--- config.mk ---
export PLATFORM = sky130hd
export DESIGN_NAME = fft_peak_detect
export DESIGN_NICKNAME = d
export VERILOG_FILES = /design/src/rtl/fft_pkg.sv /design/src/rtl/fft_mag_sq.sv /design/src/rtl/fft_peak_detect.sv
export SDC_FILE = /design/constraint.sdc
export NUM_CORES = 2
export LEC_CHECK = 0
export CAP_MARGIN = 5
export CORE_UTILIZATION = 55
export DETAILED_ROUTE_END_ITERATION = 6
export GPL_ROUTABILITY_DRIVEN = 1
export PLACE_DENSITY = 0.69
export SYNTH_ARGS = -nofsm -noshare
export SYNTH_HDL_FRONTEND = slang
export SYNTH_SLANG_ARGS = --single-unit
--- constraint.sdc ---
create_clock -name clk -period 7.73 [get_ports clk]
set_input_delay 0.773 -clock clk [delete_from_list [all_inputs] [get_ports clk]]
set_output_delay 0.773 -clock clk [all_outputs]
set_load 0.005 [all_outputs]
--- src/rtl/fft_pkg.sv ---
// Shared constants, frame FSM state type and the sideband record that travels with each beat
// through the FFT peak detector pipeline.
package fft_pkg;
    localparam int N         = 8192;
    localparam int DW        = 16;
    localparam int IW        = $clog2(N);
    localparam int MW        = 2 * DW;
    localparam int EW        = 6;
    localparam int SEARCH_LO = 1;
    localparam int SEARCH_HI = N / 2 - 1;

    typedef enum logic {IDLE, FRAME} state_t;

    typedef struct packed {
        logic          valid;
        logic          sop;
        logic          eop;
        logic          err;
        logic [IW-1:0] bin;
        logic [EW-1:0] blk_exp;
    } meta_t;

    function automatic logic in_search(input logic [IW-1:0] bin);
        return (bin >= IW'(SEARCH_LO)) && (bin <= IW'(SEARCH_HI));
    endfunction
endpackage

--- src/rtl/fft_mag_sq.sv ---
// Datapath stages 1-3 of the peak detector: input register, signed squares, unsigned sum.
// The frame sideband is delayed alongside so it lines up with the magnitude.
module fft_mag_sq
    import fft_pkg::*;
(
    input  logic                 clk,
    input  logic                 rst,
    input  logic signed [DW-1:0] i_re,
    input  logic signed [DW-1:0] i_im,
    input  meta_t                i_meta,
    output logic [MW-1:0]        o_mag,
    output meta_t                o_meta
);
    logic [1:0][DW-1:0] w_comp;
    logic [1:0][MW-1:0] w_sq;
    meta_t              r_s1_meta;
    meta_t              r_s2_meta;
    meta_t              r_s3_meta;
    logic [MW-1:0]      r_s3_mag;

    assign w_comp = {i_im, i_re};

    generate
        for (genvar gi = 0; gi < 2; gi++) begin : g_sq
            logic signed [DW-1:0] r_s1_comp;
            logic signed [MW-1:0] r_s2_sq;

            // Operands sign-extended first so the product is a full-width signed square.
            always_ff @(posedge clk) begin
                r_s1_comp <= w_comp[gi];
                r_s2_sq   <= MW'(r_s1_comp) * MW'(r_s1_comp);
            end

            assign w_sq[gi] = r_s2_sq;
        end
    endgenerate

    always_ff @(posedge clk) begin
        if (rst) begin
            r_s1_meta <= '0;
            r_s2_meta <= '0;
            r_s3_meta <= '0;
            r_s3_mag  <= '0;
        end else begin
            r_s1_meta <= i_meta;
            r_s2_meta <= r_s1_meta;
            r_s3_meta <= r_s2_meta;
            r_s3_mag  <= w_sq[0] + w_sq[1];
        end
    end

    assign o_mag  = r_s3_mag;
    assign o_meta = r_s3_meta;
endmodule

--- src/rtl/fft_peak_detect.sv ---
// FFT peak detector top: frame FSM, bin counter, exponent latch, compare stage and result registers.
// Define FFT_PEAK_FRAME_CHK_EN to enable malformed-frame reporting on frame_err.
module fft_peak_detect
    import fft_pkg::*;
(
    input  logic                 clk,
    input  logic                 rst,
    input  logic                 source_valid,
    input  logic                 source_sop,
    input  logic                 source_eop,
    input  logic signed [DW-1:0] source_real,
    input  logic signed [DW-1:0] source_imag,
    input  logic [EW-1:0]        source_exp,
    output logic                 source_ready,
    output logic                 peak_valid,
    output logic [IW-1:0]        peak_index,
    output logic [MW-1:0]        peak_mag,
    output logic [EW-1:0]        peak_exp,
    output logic                 frame_err
);
    localparam logic [IW-1:0] BIN_LAST = IW'(N - 1);

    state_t        r_state;
    state_t        w_state_next;
    logic          r_ready;
    logic [IW-1:0] r_bin;
    logic [EW-1:0] r_exp;
    logic [IW-1:0] w_bin_inc;
    logic          w_accept;
    meta_t         w_meta;

    assign w_accept  = source_valid && r_ready;
    assign w_bin_inc = (r_bin == BIN_LAST) ? r_bin : r_bin + 1'b1;

    always_ff @(posedge clk) begin
        if (rst) begin
            r_state <= IDLE;
            r_ready <= 1'b0;
            r_bin   <= '0;
            r_exp   <= '0;
        end else begin
            r_state <= w_state_next;
            r_ready <= 1'b1;
            if (w_meta.valid) begin
                r_bin <= w_meta.bin;
                r_exp <= w_meta.blk_exp;
            end
        end
    end

    // A sop always (re)starts a frame; other beats only count while a frame is open.
    always_comb begin
        w_state_next = r_state;
        w_meta       = '0;
        if (w_accept && (source_sop || r_state == FRAME)) begin
            w_meta.valid   = 1'b1;
            w_meta.sop     = source_sop;
            w_meta.eop     = source_eop;
            w_meta.bin     = source_sop ? '0 : w_bin_inc;
            w_meta.blk_exp = source_sop ? source_exp : r_exp;
            w_state_next   = source_eop ? IDLE : FRAME;
`ifdef FFT_PEAK_FRAME_CHK_EN
            if (source_sop)
                w_meta.err = (r_state == FRAME) || source_eop;
            else if (source_eop)
                w_meta.err = (w_bin_inc != BIN_LAST);
            else
                w_meta.err = (w_bin_inc == BIN_LAST) && (r_bin != BIN_LAST);
`endif
        end
    end

    logic [MW-1:0] w_mag;
    meta_t         w_mag_meta;

    fft_mag_sq u_mag_sq (
        .clk    (clk),
        .rst    (rst),
        .i_re   (source_real),
        .i_im   (source_imag),
        .i_meta (w_meta),
        .o_mag  (w_mag),
        .o_meta (w_mag_meta)
    );

    logic [MW-1:0] r_max_mag;
    logic [IW-1:0] r_max_idx;
    logic [MW-1:0] w_base_mag;
    logic [IW-1:0] w_base_idx;
    logic [MW-1:0] w_upd_mag;
    logic [IW-1:0] w_upd_idx;
    logic          r_peak_valid;
    logic [IW-1:0] r_peak_index;
    logic [MW-1:0] r_peak_mag;
    logic [EW-1:0] r_peak_exp;
    logic          r_frame_err;

    // Strict greater-than keeps the lowest index on ties.
    always_comb begin
        w_base_mag = w_mag_meta.sop ? '0 : r_max_mag;
        w_base_idx = w_mag_meta.sop ? IW'(SEARCH_LO) : r_max_idx;
        w_upd_mag  = w_base_mag;
        w_upd_idx  = w_base_idx;
        if (in_search(w_mag_meta.bin) && (w_mag > w_base_mag)) begin
            w_upd_mag = w_mag;
            w_upd_idx = w_mag_meta.bin;
        end
    end

    always_ff @(posedge clk) begin
        if (rst) begin
            r_max_mag    <= '0;
            r_max_idx    <= IW'(SEARCH_LO);
            r_peak_valid <= 1'b0;
            r_peak_index <= '0;
            r_peak_mag   <= '0;
            r_peak_exp   <= '0;
            r_frame_err  <= 1'b0;
        end else begin
            r_peak_valid <= w_mag_meta.valid && w_mag_meta.eop;
            r_frame_err  <= w_mag_meta.valid && w_mag_meta.err;
            if (w_mag_meta.valid) begin
                r_max_mag <= w_upd_mag;
                r_max_idx <= w_upd_idx;
                if (w_mag_meta.eop) begin
                    r_peak_index <= w_upd_idx;
                    r_peak_mag   <= w_upd_mag;
                    r_peak_exp   <= w_mag_meta.blk_exp;
                end
            end
        end
    end

    // Without frame checking the err flag is never set, so frame_err stays 0.
    assign source_ready = r_ready;
    assign peak_valid   = r_peak_valid;
    assign peak_index   = r_peak_index;
    assign peak_mag     = r_peak_mag;
    assign peak_exp     = r_peak_exp;
    assign frame_err    = r_frame_err;
endmodule

==> reports/metrics.cfg <==
[run]
max_cap_viol_count = 0

[grt]
grt_pass1_wl_mm = 104.0
grt_pass1_vias = 21610
grt_max_degree = 102
overflow = 0
antenna_found_initial = 2
grt_util_all_layers = 0.2408

[timing]
hold_viol_final = 0
finalCritPeriodShare = 0.8716
setup_tns_ns = 0
maxSlewViolCount = 0
fin_crit_ns = 6.738
tightest_slew_ns = 1.045
rsz0062_at_grt = false
fmax_mhz = 148.4
clock-skew-final_ns = 0.02667
max_slew_margin = 0.3013
setup_viol = 0

[setup_path]
worstPathArrival_ns = 7.16
start_kind = flip-flop
endpoint_kind = flip-flop
cp.required_ns = 8.15
path_class = reg -> reg
worst-path-max-fanout = 14

[floorplanning]
die_h_um = 232.2
die_area_sq_um = 53930
ioPinCount = 97
rows = 84
initial_core_util = 0.5559
die_w_um = 232.2
core_region_area_sq_um = 52450

[synth]
syn_area_sq_um = 29150
ys_types = 72
synthArstFlopShare = 0
synth_top_area_share = 0.3214
synthFlopType = dfxtp_1
synth_edf_count = 0
ys_seq_area_frac = 0.2129
synth-seq-cells = 310
yosysWarningCount = 0
syn_area_per_cell_sq_um = 9.574
yosys.area.top_type = fa_1
syn_nets = 3799
syn_inst = 3045
ys_top_cells_by_area = fa_1, dfxtp_1, ha_1, inv_1, nand2_1

[cells_and_area]
syn2layout_area_growth_pct = 9.524
drive_gt1_frac = 0.04302
n_fill_cell = 4427
final_area_sq_um = 31930
register_area_sq_um = 6206
diodes = 0
fin_nets = 3841
fin_util = 0.6088
multi_input_area_sq_um = 19960

[drt]
ant_nets = 0
dr.pass1.iters = 6
wl_mm = 60.77
via_count = 20140
wire_per_inst_um = 15.98
drc = 0
initialDrtViolationCount = 968
viasPerCell = 5.295

[clock_tree]
clk_path_buf_depth = 3
clk_pin_slew_ns = 0.06
cts_setup_buffers = 0
clk_latency_ns = 0.57
cts.sinks = 310
clockRootBuffer = clkbuf_16
numCtsBuffers = 36
ctsHoldBuffers = 0
ctsResizeCount = 0
cts_tree = built
htree_levels = 2

[placement]
place_congestion = 0.9031
dpl_cell_area_sq_um = 30640
dp_hpwl_mm = 49.41
port-buffer-count = 95

[min_path]
holdCritPathClass = reg -> reg

[outcome]
run_status = finished clean

-- cells in the final DEF, fill, tap and decap left out, types with 8 or more instances in the layout --
cell and n:
nand4_1 12, ha_1 243, a32o_1 42, a211oi_1 11, or3b_2 11, nand2b_1 42
nor2b_1 59, mux2_1 11, a31oi_1 22, nand2_1 213, inv_1 682, clkinv_2 8
nor2_1 150, and2_1 74, dfxtp_1 310, o21a_1 13, a21oi_1 103, a21o_1 63
nand3_1 25, clkdlybuf4s50_1 94, xor2_1 34, a31o_2 14, nor3_1 30, clkbuf_16 36
mux2i_1 9, fa_1 468, o21ai_0 74, mux2_2 21, buf_4 14, xnor2_1 88
and3_1 16, o21bai_1 8
-- registers in the layout (all words and copies together), names as in the netlist, 22 cells and up --
signal	flops
u_mag_sq.g_sq.r_s1_comp	32
u_mag_sq.r_s2_meta	22
u_mag_sq.r_s1_meta	22
r_max_mag	32
u_mag_sq.o_mag	32
peak_mag	32
u_mag_sq.g_sq.r_s2_sq	62
u_mag_sq.o_meta	22
-- per-stage QoR --
| step | instances | setup slack (ns) | hold slack [ns] |
|---|---|---|---|
| global route | 3803 | 0.5449 | 0.4545 |
| finish | 3803 | 0.9922 | 0.4310 |
| floorplan | 3045 | 1.686 | 0.3667 |
| detailed placement | 3737 | 1.097 | 0.4212 |
| global placement | 3737 | 1.225 | 0.4185 |
| CTS | 3803 | 1.055 | 0.4339 |
-- cell usage after synthesis, types with 21 or more instances --
| cell type | n |
|---|---|
| clkbuf_1 | 85 |
| a21o_1 | 63 |
| nor2b_1 | 60 |
| nand2_1 | 213 |
| nand3_1 | 25 |
| xnor2_1 | 88 |
| fa_1 | 468 |
| dfxtp_1 | 310 |
| nor3_1 | 30 |
| a31oi_1 | 22 |
| nor2_1 | 150 |
| a32o_1 | 42 |
| xor2_1 | 34 |
| ha_1 | 243 |
| nand2b_1 | 42 |
| mux2_2 | 21 |
| inv_1 | 682 |
| a21oi_1 | 103 |
| and2_1 | 75 |
| o21ai_0 | 74 |
-- kinds of logic after synthesis --
kind of cell	count (synthesis)	share of synthesized area
other	1	0.0001286
flip-flops	310	0.2129
multiplexers	41	0.01545
AND/OR/NAND/NOR	666	0.1113
adder cells (fa/ha/maj)	711	0.4257
buffers and inverters	787	0.1030
XOR/XNOR	122	0.03665
AO/OA/AOI/OAI	407	0.09489
-- cell type report --
type / count / share of cell area
inverters: 682 / 0.08018
clock buffers: 47 / 0.03170
clock inverters: 19 / 0.008660
well taps: 688 / 0.02696
flip-flops and latches: 310 / 0.1944
repair buffers: 109 / 0.03292
multi-input cells: 1948 / 0.6252
-- worst max-delay path, stage by stage, from the launching register on --
cell and delay [ns]:
dfxtp_1 0.72, inv_1 0.35, nor2_1 0.25, ha_1 0.28
xor2_1 0.19, fa_1 0.52, fa_1 0.53, inv_1 0.06
fa_1 0.48, fa_1 0.49, inv_1 0.05, fa_1 0.47
inv_1 0.04, ha_1 0.37, and3_1 0.23, nand2_1 0.08
o31ai_1 0.71, a21oi_1 0.20, o31ai_1 0.32, a21oi_1 0.12
xnor2_1 0.14
-- path summary, 6_finish.rpt --
kind / start / end / slack [ns] / cells after the start
min: u_mag_sq.r_s2_meta[13]$_SDFF_PP0_ / u_mag_sq.o_meta[13]$_SDFF_PP0_ / 0.43 / 1
max reg2reg: u_mag_sq.g_sq[1].r_s1_comp[3]$_DFF_P_ / u_mag_sq.g_sq[1].r_s2_sq[28]$_DFF_P_ / 0.99 / 20
min reg2reg: u_mag_sq.r_s2_meta[13]$_SDFF_PP0_ / u_mag_sq.o_meta[13]$_SDFF_PP0_ / 0.43 / 1
max: u_mag_sq.g_sq[1].r_s1_comp[3]$_DFF_P_ / u_mag_sq.g_sq[1].r_s2_sq[28]$_DFF_P_ / 0.99 / 20
-- routing by layer --
metal,global-route usage,vias up,wire length (um)
met5,0,-,0
met3,0.03463,120,2711
li1,-,9570,-
met4,0.08141,0,1945
met1,0.3133,9994,26410
met2,0.4098,451,29710
Power is left out: the tool's default activity adds up to more than one toggle a clock period on the data nets, which glitch-free logic cannot reach.
